$ cat config.mk
export PLATFORM = sky130hd
export DESIGN_NAME = matmul_drain_flat
export DESIGN_NICKNAME = d
export VERILOG_FILES = /design/src/rtl/matmul_drain_pkg.sv /design/src/rtl/matmul_drain_if.sv /design/src/rtl/matmul_drain.sv /design/src/flat_wrapper.sv
export SDC_FILE = /design/constraint.sdc
export NUM_CORES = 2
export LEC_CHECK = 0
export ABC_CLOCK_PERIOD_IN_PS = 74800
export CAP_MARGIN = 20
export CORE_AREA = 2 2 448 450
export CTS_CLUSTER_DIAMETER = 80
export CTS_CLUSTER_SIZE = 30
export DETAILED_ROUTE_END_ITERATION = 8
export DIE_AREA = 0 0 450 452
export PLACE_DENSITY = 0.43
export SLEW_MARGIN = 15
export SYNTH_ARGS = -nofsm -noshare
export SYNTH_HDL_FRONTEND = slang
export SYNTH_SLANG_ARGS = --single-unit
$ cat constraint.sdc
create_clock -name clk -period 74.8 [get_ports clk]
set_input_delay 14.96 -clock clk [delete_from_list [all_inputs] [get_ports clk]]
set_output_delay 14.96 -clock clk [all_outputs]
set_load 0.05 [all_outputs]
$ cat src/rtl/matmul_drain_pkg.sv
// Shared types for the matmul result-unload path.
package matmul_pkg;

    localparam int DATA_W = 16;

    typedef logic [DATA_W-1:0] word_t;

    typedef enum logic [1:0] {
        IDLE,
        WAIT,
        DRAIN
    } drain_state_t;

endpackage

$ cat src/rtl/matmul_drain_if.sv
// Beat stream from the drain unit toward memory or a host bridge.
interface matmul_drain_if #(
    parameter int N     = 8,
    parameter int IDX_W = (N > 1) ? $clog2(N) : 1
);
    import matmul_pkg::*;

    logic             m_valid;
    logic             m_ready;
    word_t            m_data [N];
    logic [IDX_W-1:0] m_index;
    logic             m_last;

    modport master (
        output m_valid,
        output m_data,
        output m_index,
        output m_last,
        input  m_ready
    );

    modport slave (
        input  m_valid,
        input  m_data,
        input  m_index,
        input  m_last,
        output m_ready
    );

endinterface

$ cat src/rtl/matmul_drain.sv
// Result-unload stage: after start, waits WAIT_CYCLES edges, snapshots the
// N x N accumulator array, then streams one row per beat over valid/ready.
// Build option MATMUL_DRAIN_COL_MAJOR_EN streams columns instead of rows.
module matmul_drain
    import matmul_pkg::*;
#(
    parameter int N           = 8,
    parameter int WAIT_CYCLES = 3 * N - 1,
    parameter int IDX_W       = (N > 1) ? $clog2(N) : 1
) (
    input  logic  clk,
    input  logic  rst,
    input  logic  start,
    input  word_t c_in [N][N],
    matmul_drain_if.master m,
    output logic  busy,
    output logic  done
);

    localparam int CNT_W = (WAIT_CYCLES > 1) ? $clog2(WAIT_CYCLES) : 1;
    localparam logic [CNT_W-1:0] CNT_LOAD = CNT_W'(WAIT_CYCLES - 1);
    localparam logic [IDX_W-1:0] LAST_IDX = IDX_W'(N - 1);

    drain_state_t     state;
    drain_state_t     state_nx;
    logic [CNT_W-1:0] cnt;
    logic [IDX_W-1:0] idx;
    word_t            buffer [N][N];
    logic             hs;
    logic             at_last;

    // Handshake and final-beat qualifiers
    always_comb begin
        hs      = (state == DRAIN) && m.m_ready;
        at_last = (idx == LAST_IDX);
    end

    // State register plus wait counter, beat index, snapshot buffer and done pulse
    always_ff @(posedge clk or posedge rst) begin
        if (rst) begin
            state <= IDLE;
            cnt   <= '0;
            idx   <= '0;
            done  <= 1'b0;
            for (int unsigned r = 0; r < N; r++) begin
                for (int unsigned c = 0; c < N; c++) begin
                    buffer[r][c] <= '0;
                end
            end
        end else begin
            state <= state_nx;
            done  <= 1'b0;
            case (state)
                IDLE: begin
                    if (start) begin
                        cnt <= CNT_LOAD;
                    end
                end
                WAIT: begin
                    if (cnt == '0) begin
                        idx <= '0;
                        for (int unsigned r = 0; r < N; r++) begin
                            for (int unsigned c = 0; c < N; c++) begin
                                buffer[r][c] <= c_in[r][c];
                            end
                        end
                    end else begin
                        cnt <= cnt - 1'b1;
                    end
                end
                DRAIN: begin
                    if (hs) begin
                        if (at_last) begin
                            idx  <= '0;
                            done <= 1'b1;
                        end else begin
                            idx <= idx + 1'b1;
                        end
                    end
                end
                default: begin
                    idx <= '0;
                end
            endcase
        end
    end

    // Next-state selection
    always_comb begin
        state_nx = state;
        case (state)
            IDLE:    if (start) state_nx = WAIT;
            WAIT:    if (cnt == '0) state_nx = DRAIN;
            DRAIN:   if (hs && at_last) state_nx = IDLE;
            default: state_nx = IDLE;
        endcase
    end

    // Outputs decoded from registered state; data read from the snapshot only
    always_comb begin
        m.m_valid = (state == DRAIN);
        m.m_index = idx;
        m.m_last  = (state == DRAIN) && at_last;
        busy      = (state != IDLE);
        for (int unsigned j = 0; j < N; j++) begin
            m.m_data[j] = '0;
            if (state == DRAIN) begin
`ifdef MATMUL_DRAIN_COL_MAJOR_EN
                m.m_data[j] = buffer[j][idx];
`else
                m.m_data[j] = buffer[idx][j];
`endif
            end
        end
    end

endmodule
$ cat src/flat_wrapper.sv
// flat-port wrapper written by rule: the top's interface ports become plain ports
module matmul_drain_flat import matmul_pkg::*;
#(
    parameter int N           = 8,
    parameter int WAIT_CYCLES = 3 * N - 1,
    parameter int IDX_W       = (N > 1) ? $clog2(N) : 1
)
  (clk, rst, start, c_in, busy, done, m_m_valid, m_m_data, m_m_index, m_m_last, m_m_ready);
  matmul_drain_if #(.N(N), .IDX_W(IDX_W)) m_i ();
  input  logic clk;
  input  logic rst;
  input  logic start;
  input  word_t c_in[N][N];
  output logic busy;
  output logic done;
  output wire logic [$bits(m_i.m_valid)-1:0] m_m_valid;
  output wire logic [$bits(m_i.m_data)-1:0] m_m_data;
  output wire logic [$bits(m_i.m_index)-1:0] m_m_index;
  output wire logic [$bits(m_i.m_last)-1:0] m_m_last;
  input wire logic [$bits(m_i.m_ready)-1:0] m_m_ready;
  assign m_m_valid = m_i.m_valid;
  assign m_m_data = {>>{m_i.m_data}};
  assign m_m_index = m_i.m_index;
  assign m_m_last = m_i.m_last;
  assign m_i.m_ready = m_m_ready;
  matmul_drain #(.N(N), .WAIT_CYCLES(WAIT_CYCLES), .IDX_W(IDX_W)) u_core (.clk(clk), .rst(rst), .start(start), .c_in(c_in), .m(m_i), .busy(busy), .done(done));
endmodule
# After elaboration in Yosys (flattened, before gate mapping)
# Index checks and enable logic that the tools add are counted.
[classes]
add_sub_neg = 2
magnitude_cmp = 1
eq_ne = 8
mux = 25
bitwise = 2
reduce_logical = 11
[ops]
columns = ["op", "count"]
rows = [
  ["$bmux W128 S3", 1],
  ["$mux W128", 2],
  ["$mux W16", 8],
  ["$mux W5", 2],
  ["$pmux W5 S2", 1],
  ["$mux W3", 3],
  ["$pmux W3 S3", 1],
  ["$reduce_and A3 Y1", 3],
  ["$mux W2", 3],
  ["$ne A2 B1 Y1 const B", 3],
  ["$pmux W2 S3", 1],
  ["$logic_not A5 Y1", 1],
  ["$sub A5 B1 Y5 const B", 1],
  ["$ge A4 B4 Y1 const B", 1],
  ["$ne A2 B2 Y1 const B", 2],
  ["$not A3 Y4", 1],
  ["$reduce_bool A2 Y1", 2],
  ["$add A3 B1 Y3 const B", 1],
  ["$eq A3 B3 Y1 const B", 1],
  ["$logic_and A1 B1 Y1", 3],
  ["$mux W1", 3],
  ["$eq A2 B1 Y1 const B", 1],
  ["$eq A2 B2 Y1 const B", 1],
  ["$logic_not A2 Y1", 1],
  ["other kinds (2)", 2],
]
[totals]
regBits = 1035
inputBits = 1028
output_inout_bits = 135
wordCells = 117

# Longest topological paths before layout
[logic_depth]
word_depth = 5
ltp_mapped = 9
depth_no_buf = 5

# Worst setup path after synthesis
# No wires, ideal clock.
[synth_timing]
path_type = "flip-flop to output port"
from = "reg u_core.idx[1], in the netlist u_core.m.m_index[1]"
to = "out m_m_data[10]"
arrival_time_ps = 2381
required_ps = 59840
setup_slack_ps = 57459
stages_incl_launch_ff = 7
n_path_buf = 3
cell_sequence = "dfrtp_1 -> clkbuf_1 -> clkbuf_1 -> buf_1 -> mux2i_1 -> o22ai_1 -> or2_2"
[synth_between]
elab_chain_len = 5
[synth_rtl]
columns = ["element", "line_no", "rtl"]
rows = [
  ["start, declared", "matmul_drain.sv:27", "logic [IDX_W-1:0] idx;"],
  ["start signal, assigned", "matmul_drain.sv:77", "idx <= idx + 1'b1;"],
  ["$not A3 Y4 (not written as such)", "matmul_drain.sv:111", "m.m_data[j] = buffer[idx][j];"],
  ["$bmux W128 S3", "matmul_drain.sv:111", ""],
  ["$mux W128 (2 in series)", "n/a", ""],
  ["$mux W16", "matmul_drain.sv:107", "if (state == DRAIN) begin"],
  ["end, declared", "flat_wrapper.sv:17", "output wire logic [$bits(m_i.m_data)-1:0] m_m_data;"],
]
# No other way between the ends. The select of a mux whose other input is x is not followed.

# Final worst setup path
[layout_timing]
from = "reg u_core.idx[1], in the netlist u_core.m.m_index[1]"
to = "out m_m_data[104]"
# Same word-level chain as after synthesis.

==> impl_results.html <==
<table>
<tr><th>Metric</th><th>Value</th></tr>
<tr><th colspan="2">Pwr</th></tr>
<tr><td>Total power consumption of the routed design</td><td>0.00208 W</td></tr>
<tr><td>Static leakage</td><td>25.4 nW</td></tr>
<tr><td>Peak ir drop on the vdd network</td><td>0.0000156 V</td></tr>
<tr><td>Int Power</td><td>0.00146 W</td></tr>
<tr><td>Combinational share of power</td><td>25.5%</td></tr>
<tr><td>Switching power share of the total</td><td>29.8%</td></tr>
<tr><td>Clock share of power</td><td>27.4%</td></tr>
<tr><td>Power per cell area</td><td>32.2 nW/um2</td></tr>
<tr><td>NetSw</td><td>0.000619 W</td></tr>
<tr><td>Sequential power share</td><td>47.1%</td></tr>
<tr><th colspan="2">Timing</th></tr>
<tr><td>Final count of pins violating max slew</td><td>0</td></tr>
<tr><td>Max Clock Skew</td><td>0.0488 ns</td></tr>
<tr><td>Fmax</td><td>0.0478 GHz</td></tr>
<tr><td>Min cycle time layout</td><td>20.91 ns</td></tr>
<tr><td>Setup repair after global routing missed its margin</td><td>false</td></tr>
<tr><td>Headroom to the max-slew limit</td><td>24.4%</td></tr>
<tr><td>Hold WS</td><td>0.481 ns</td></tr>
<tr><td>Endpoints failing setup</td><td>0</td></tr>
<tr><td>Measured slew at the worst slew-check pin</td><td>1.13 ns</td></tr>
<tr><td>Number of hold-slack violations in the final timing report</td><td>0</td></tr>
<tr><td>Total negative setup slack</td><td>0 ns</td></tr>
<tr><td>Post-route clock period utilization</td><td>28.0%</td></tr>
<tr><th colspan="2">GRT</th></tr>
<tr><td>Number of antenna violations at the first check in global routing</td><td>144</td></tr>
<tr><td>Busiest layer in global routing</td><td>met2</td></tr>
<tr><td>Met2 Use GR</td><td>32.5%</td></tr>
<tr><td>Met1 usage in global routing</td><td>21.4%</td></tr>
<tr><td>Final global-route overflow total</td><td>0</td></tr>
<tr><td>Number of global-route vias before repair</td><td>33,200</td></tr>
<tr><td>Largest net degree at the start of global routing</td><td>169</td></tr>
<tr><td>Met3 routing resource usage after global routing</td><td>6.15%</td></tr>
<tr><td>Total routing resource utilization after global routing</td><td>18.5%</td></tr>
<tr><td>First-pass GRT wire length</td><td>269,000 um</td></tr>
<tr><th colspan="2">Clocking</th></tr>
<tr><td>Clock sinks</td><td>1,035</td></tr>
<tr><td>Total CTS buffers</td><td>101</td></tr>
<tr><td>Clock latency on the worst-skew pair</td><td>0.76 ns</td></tr>
<tr><td>CTS Hold Buffers Added</td><td>0</td></tr>
<tr><td>Clock tree root driver cell</td><td>clkbuf_16</td></tr>
<tr><td>Resized cells post-CTS</td><td>0</td></tr>
<tr><td>CTS Buffer Depth</td><td>3</td></tr>
<tr><td>H-tree depth</td><td>3</td></tr>
<tr><td>Clock tree from TritonCTS</td><td>done</td></tr>
<tr><td>CTS clock-pin slew for the worst setup and hold paths</td><td>0.08 ns</td></tr>
<tr><td># Post-CTS Setup Buffers</td><td>0</td></tr>
<tr><th colspan="2">Worst setup path</th></tr>
<tr><td>Worst-case reg-to-reg path depth</td><td>9</td></tr>
<tr><td>Origin of the critical flop-to-flop path</td><td>u_core.cnt[0]</td></tr>
<tr><td>Worst path arrival time</td><td>5.95 ns</td></tr>
<tr><td>Setup Crit Path Kind</td><td>register to output port</td></tr>
<tr><td>Crit path to</td><td>m_m_data[104]</td></tr>
<tr><td>Req. time, crit path</td><td>59.84 ns</td></tr>
<tr><td>Setup slack of the most critical reg-to-reg path</td><td>69.41 ns</td></tr>
<tr><td>Startpoint of the worst setup timing path</td><td>u_core.m.m_index[1]</td></tr>
<tr><td>CP startpoint kind</td><td>register</td></tr>
<tr><td>End of the worst register-to-register path</td><td>u_core.buffer[937]</td></tr>
<tr><td>Kind of end point of the critical path</td><td>output port</td></tr>
<tr><td>Maximum fanout count along the critical path</td><td>52</td></tr>
<tr><th colspan="2">Placed design</th></tr>
<tr><td>Placed cell areas</td><td>60,800 um2</td></tr>
<tr><td>Final RePlAce weighted congestion</td><td>0.819</td></tr>
<tr><td>Total of buffers placed on input and output ports</td><td>1,162</td></tr>
<tr><td>Total placed cells including tap cells</td><td>6,868</td></tr>
<tr><td>Post-detail-place hpwl</td><td>143,000 um</td></tr>
<tr><th colspan="2">Floorplan</th></tr>
<tr><td>Initial standard-cell utilization of the core</td><td>23.5%</td></tr>
<tr><td>Area of the core</td><td>199,000 um2</td></tr>
<tr><td>Die Y</td><td>452 um</td></tr>
<tr><td>Die Outline Area</td><td>203,000 um2</td></tr>
<tr><td># IOs</td><td>1,163</td></tr>
<tr><td># rows</td><td>164</td></tr>
<tr><td>Width of the chip</td><td>450 um</td></tr>
<tr><th colspan="2">Routing</th></tr>
<tr><td>DR WL/cell</td><td>27.4 um</td></tr>
<tr><td>Per-cell via count in the routed design</td><td>4.46</td></tr>
<tr><td>Total number of vias</td><td>31,700</td></tr>
<tr><td>First-pass DRT Iterations</td><td>4</td></tr>
<tr><td>Count of antenna-violating nets left after detailed routing</td><td>0</td></tr>
<tr><td>Number of violations reported at the end of detailed-routing iteration 0</td><td>1,479</td></tr>
<tr><td>Wire length reported by the detailed router</td><td>194,000 um</td></tr>
<tr><td>Post-route DRC violation count</td><td>0</td></tr>
<tr><th colspan="2">Yosys</th></tr>
<tr><td>Mapped cell area</td><td>46,700 um2</td></tr>
<tr><td>Number of nets produced by synthesis</td><td>4,263</td></tr>
<tr><td>Share of Yosys cell area claimed by the top area cell type</td><td>55.5%</td></tr>
<tr><td>Post-synth EDFFs</td><td>0</td></tr>
<tr><td>Largest area contributor in the synthesized netlist</td><td>dfrtp_1</td></tr>
<tr><td>Synth warn</td><td>0</td></tr>
<tr><td>Count of unique library cells instantiated by Yosys</td><td>40</td></tr>
<tr><td>Top_reg_cell synth</td><td>dfrtp_1</td></tr>
<tr><td>Top post-synthesis cells by area</td><td>dfrtp_1, mux2_2, mux2i_1</td></tr>
<tr><td>Async set or reset register ratio after synthesis</td><td>100%</td></tr>
<tr><td>Synthesized flop and latch total</td><td>1,035</td></tr>
<tr><td>Fraction of the yosys area taken by sequential cells</td><td>55.5%</td></tr>
<tr><td>Gate count after technology mapping</td><td>3,232</td></tr>
<tr><td>Post-synthesis area per instance</td><td>14.4 um2</td></tr>
<tr><th colspan="2">Finish</th></tr>
<tr><td>Nets</td><td>5,346</td></tr>
<tr><td>Most common library cell in the layout ignoring fill and taps</td><td>clkdlybuf4s50_1</td></tr>
<tr><td>Count of non-filler cells in the finished layout</td><td>7,091</td></tr>
<tr><td>Area delta synth-&gt;final</td><td>38.0%</td></tr>
<tr><td>Area of combinational cells with multiple inputs</td><td>19,400 um2</td></tr>
<tr><td>Total non-filler cell area in the finished layout</td><td>64,400 um2</td></tr>
<tr><td>Filler Cells Inserted</td><td>20,100</td></tr>
<tr><td>Fraction of layout instances using a drive strength above 1</td><td>27.0%</td></tr>
<tr><td>Commonest non-fill, non-tap cells in the layout</td><td>clkdlybuf4s50_1, dfrtp_1, mux2_2</td></tr>
<tr><td>Area used by sequential logic in the layout</td><td>25,900 um2</td></tr>
<tr><th colspan="2">Hold path</th></tr>
<tr><td>Hold Path Class</td><td>register to register</td></tr>
<tr><th colspan="2">Job</th></tr>
<tr><td>Number of max-cap violations</td><td>0</td></tr>
<tr><th colspan="2">Outcome</th></tr>
<tr><td>Status</td><td>completed</td></tr>
</table>
-- flip-flops by register name, summed over array words and instances, names as in the netlist --
| register | cells |
|---|---|
| u_core.buffer | 1024 |
| u_core.cnt | 5 |
| u_core.m.m_index | 3 |
| u_core.state | 2 |
| u_core.done | 1 |
-- how the worst min path moves through the flow --
stage | start | end | depth (start not counted)
after floorplan | u_core.buffer[288] | u_core.buffer[288] | 1
after global placement | u_core.buffer[892] | u_core.buffer[892] | 1
after detailed placement | u_core.buffer[923] | u_core.buffer[923] | 1
after CTS | u_core.buffer[329] | u_core.buffer[329] | 1
after global routing | u_core.buffer[329] | u_core.buffer[329] | 1
final | u_core.buffer[329] | u_core.buffer[329] | 1
-- critical path, cell delays in order (launching register included) --
cell             delay (ns)
dfrtp_4                1.05
buf_4                  0.78
buf_4                  0.90
buf_4                  0.64
mux2i_1                0.42
o22ai_1                0.16
or2_2                  0.33
clkdlybuf4s50_1        0.70
-- cells in the mapped netlist, drive strengths merged, types with 2 or more instances --
| cell type | number |
|---|---|
| and2 | 3 |
| dfrtp | 1035 |
| nand2 | 3 |
| buf | 141 |
| clkbuf | 88 |
| or2 | 129 |
| mux2 | 1025 |
| or4b | 2 |
| o22ai | 257 |
| or3 | 2 |
| nand4bb | 2 |
| nor2b | 3 |
| o21ai | 3 |
| mux2i | 512 |
| inv | 5 |
| ha | 3 |
| o41ai | 2 |
-- power by group through the flow --
stage / Sequential (W) / Combinational, W / Clock, W
final: 0.000979 / 0.000530 / 0.000568
after global routing: 0.00101 / 0.000583 / 0.000612
after CTS: 0.000981 / 0.000540 / 0.000592
after detailed placement: 0.000991 / 0.000537 / 0
after global placement: 0.000990 / 0.000525 / 0
after floorplan: 0.000938 / 0.000415 / 0
-- cells by family after synthesis --
| logic type | share of synthesized area [%] |
|---|---|
| AO/OA/AOI/OAI | 3.69 |
| adder cells (fa/ha/maj) | 0.0804 |
| buffers and inverters | 2.98 |
| flip-flops | 55.5 |
| multiplexers | 35.7 |
| AND/OR/NAND/NOR | 2.07 |
-- area by class of cell --
class	instances	area share [%]
Antenna cell	32	0.124
Clock buffer	112	4.06
Clock inverter	79	1.52
Inverter	5	0.0408
Multi-Input combinational cell	1963	30.2
Sequential cell	1035	40.2
Tap cell	2656	5.16
Timing Repair Buffer	1209	18.7
-- per-layer routing --
| metal | vias up | part of all wire (%) |
|---|---|---|
| met4 | 92 | 2.7 |
| met5 | - | 0.31 |
| met3 | 368 | 6.8 |
| li1 | 14100 | - |
| met2 | 872 | 51 |
| met1 | 16200 | 39 |
-- per-stage QoR --
| step | setup slack, ns | utilization [%] |
|---|---|---|
| floorplan | 30.71 | - |
| finish | 53.89 | 32.4 |
| global placement | 54.63 | 30.6 |
| detailed placement | 54.61 | 30.6 |
| global route | 53.62 | 32.4 |
| CTS | 53.73 | 32.4 |
(Power assumes the default switching activity.)
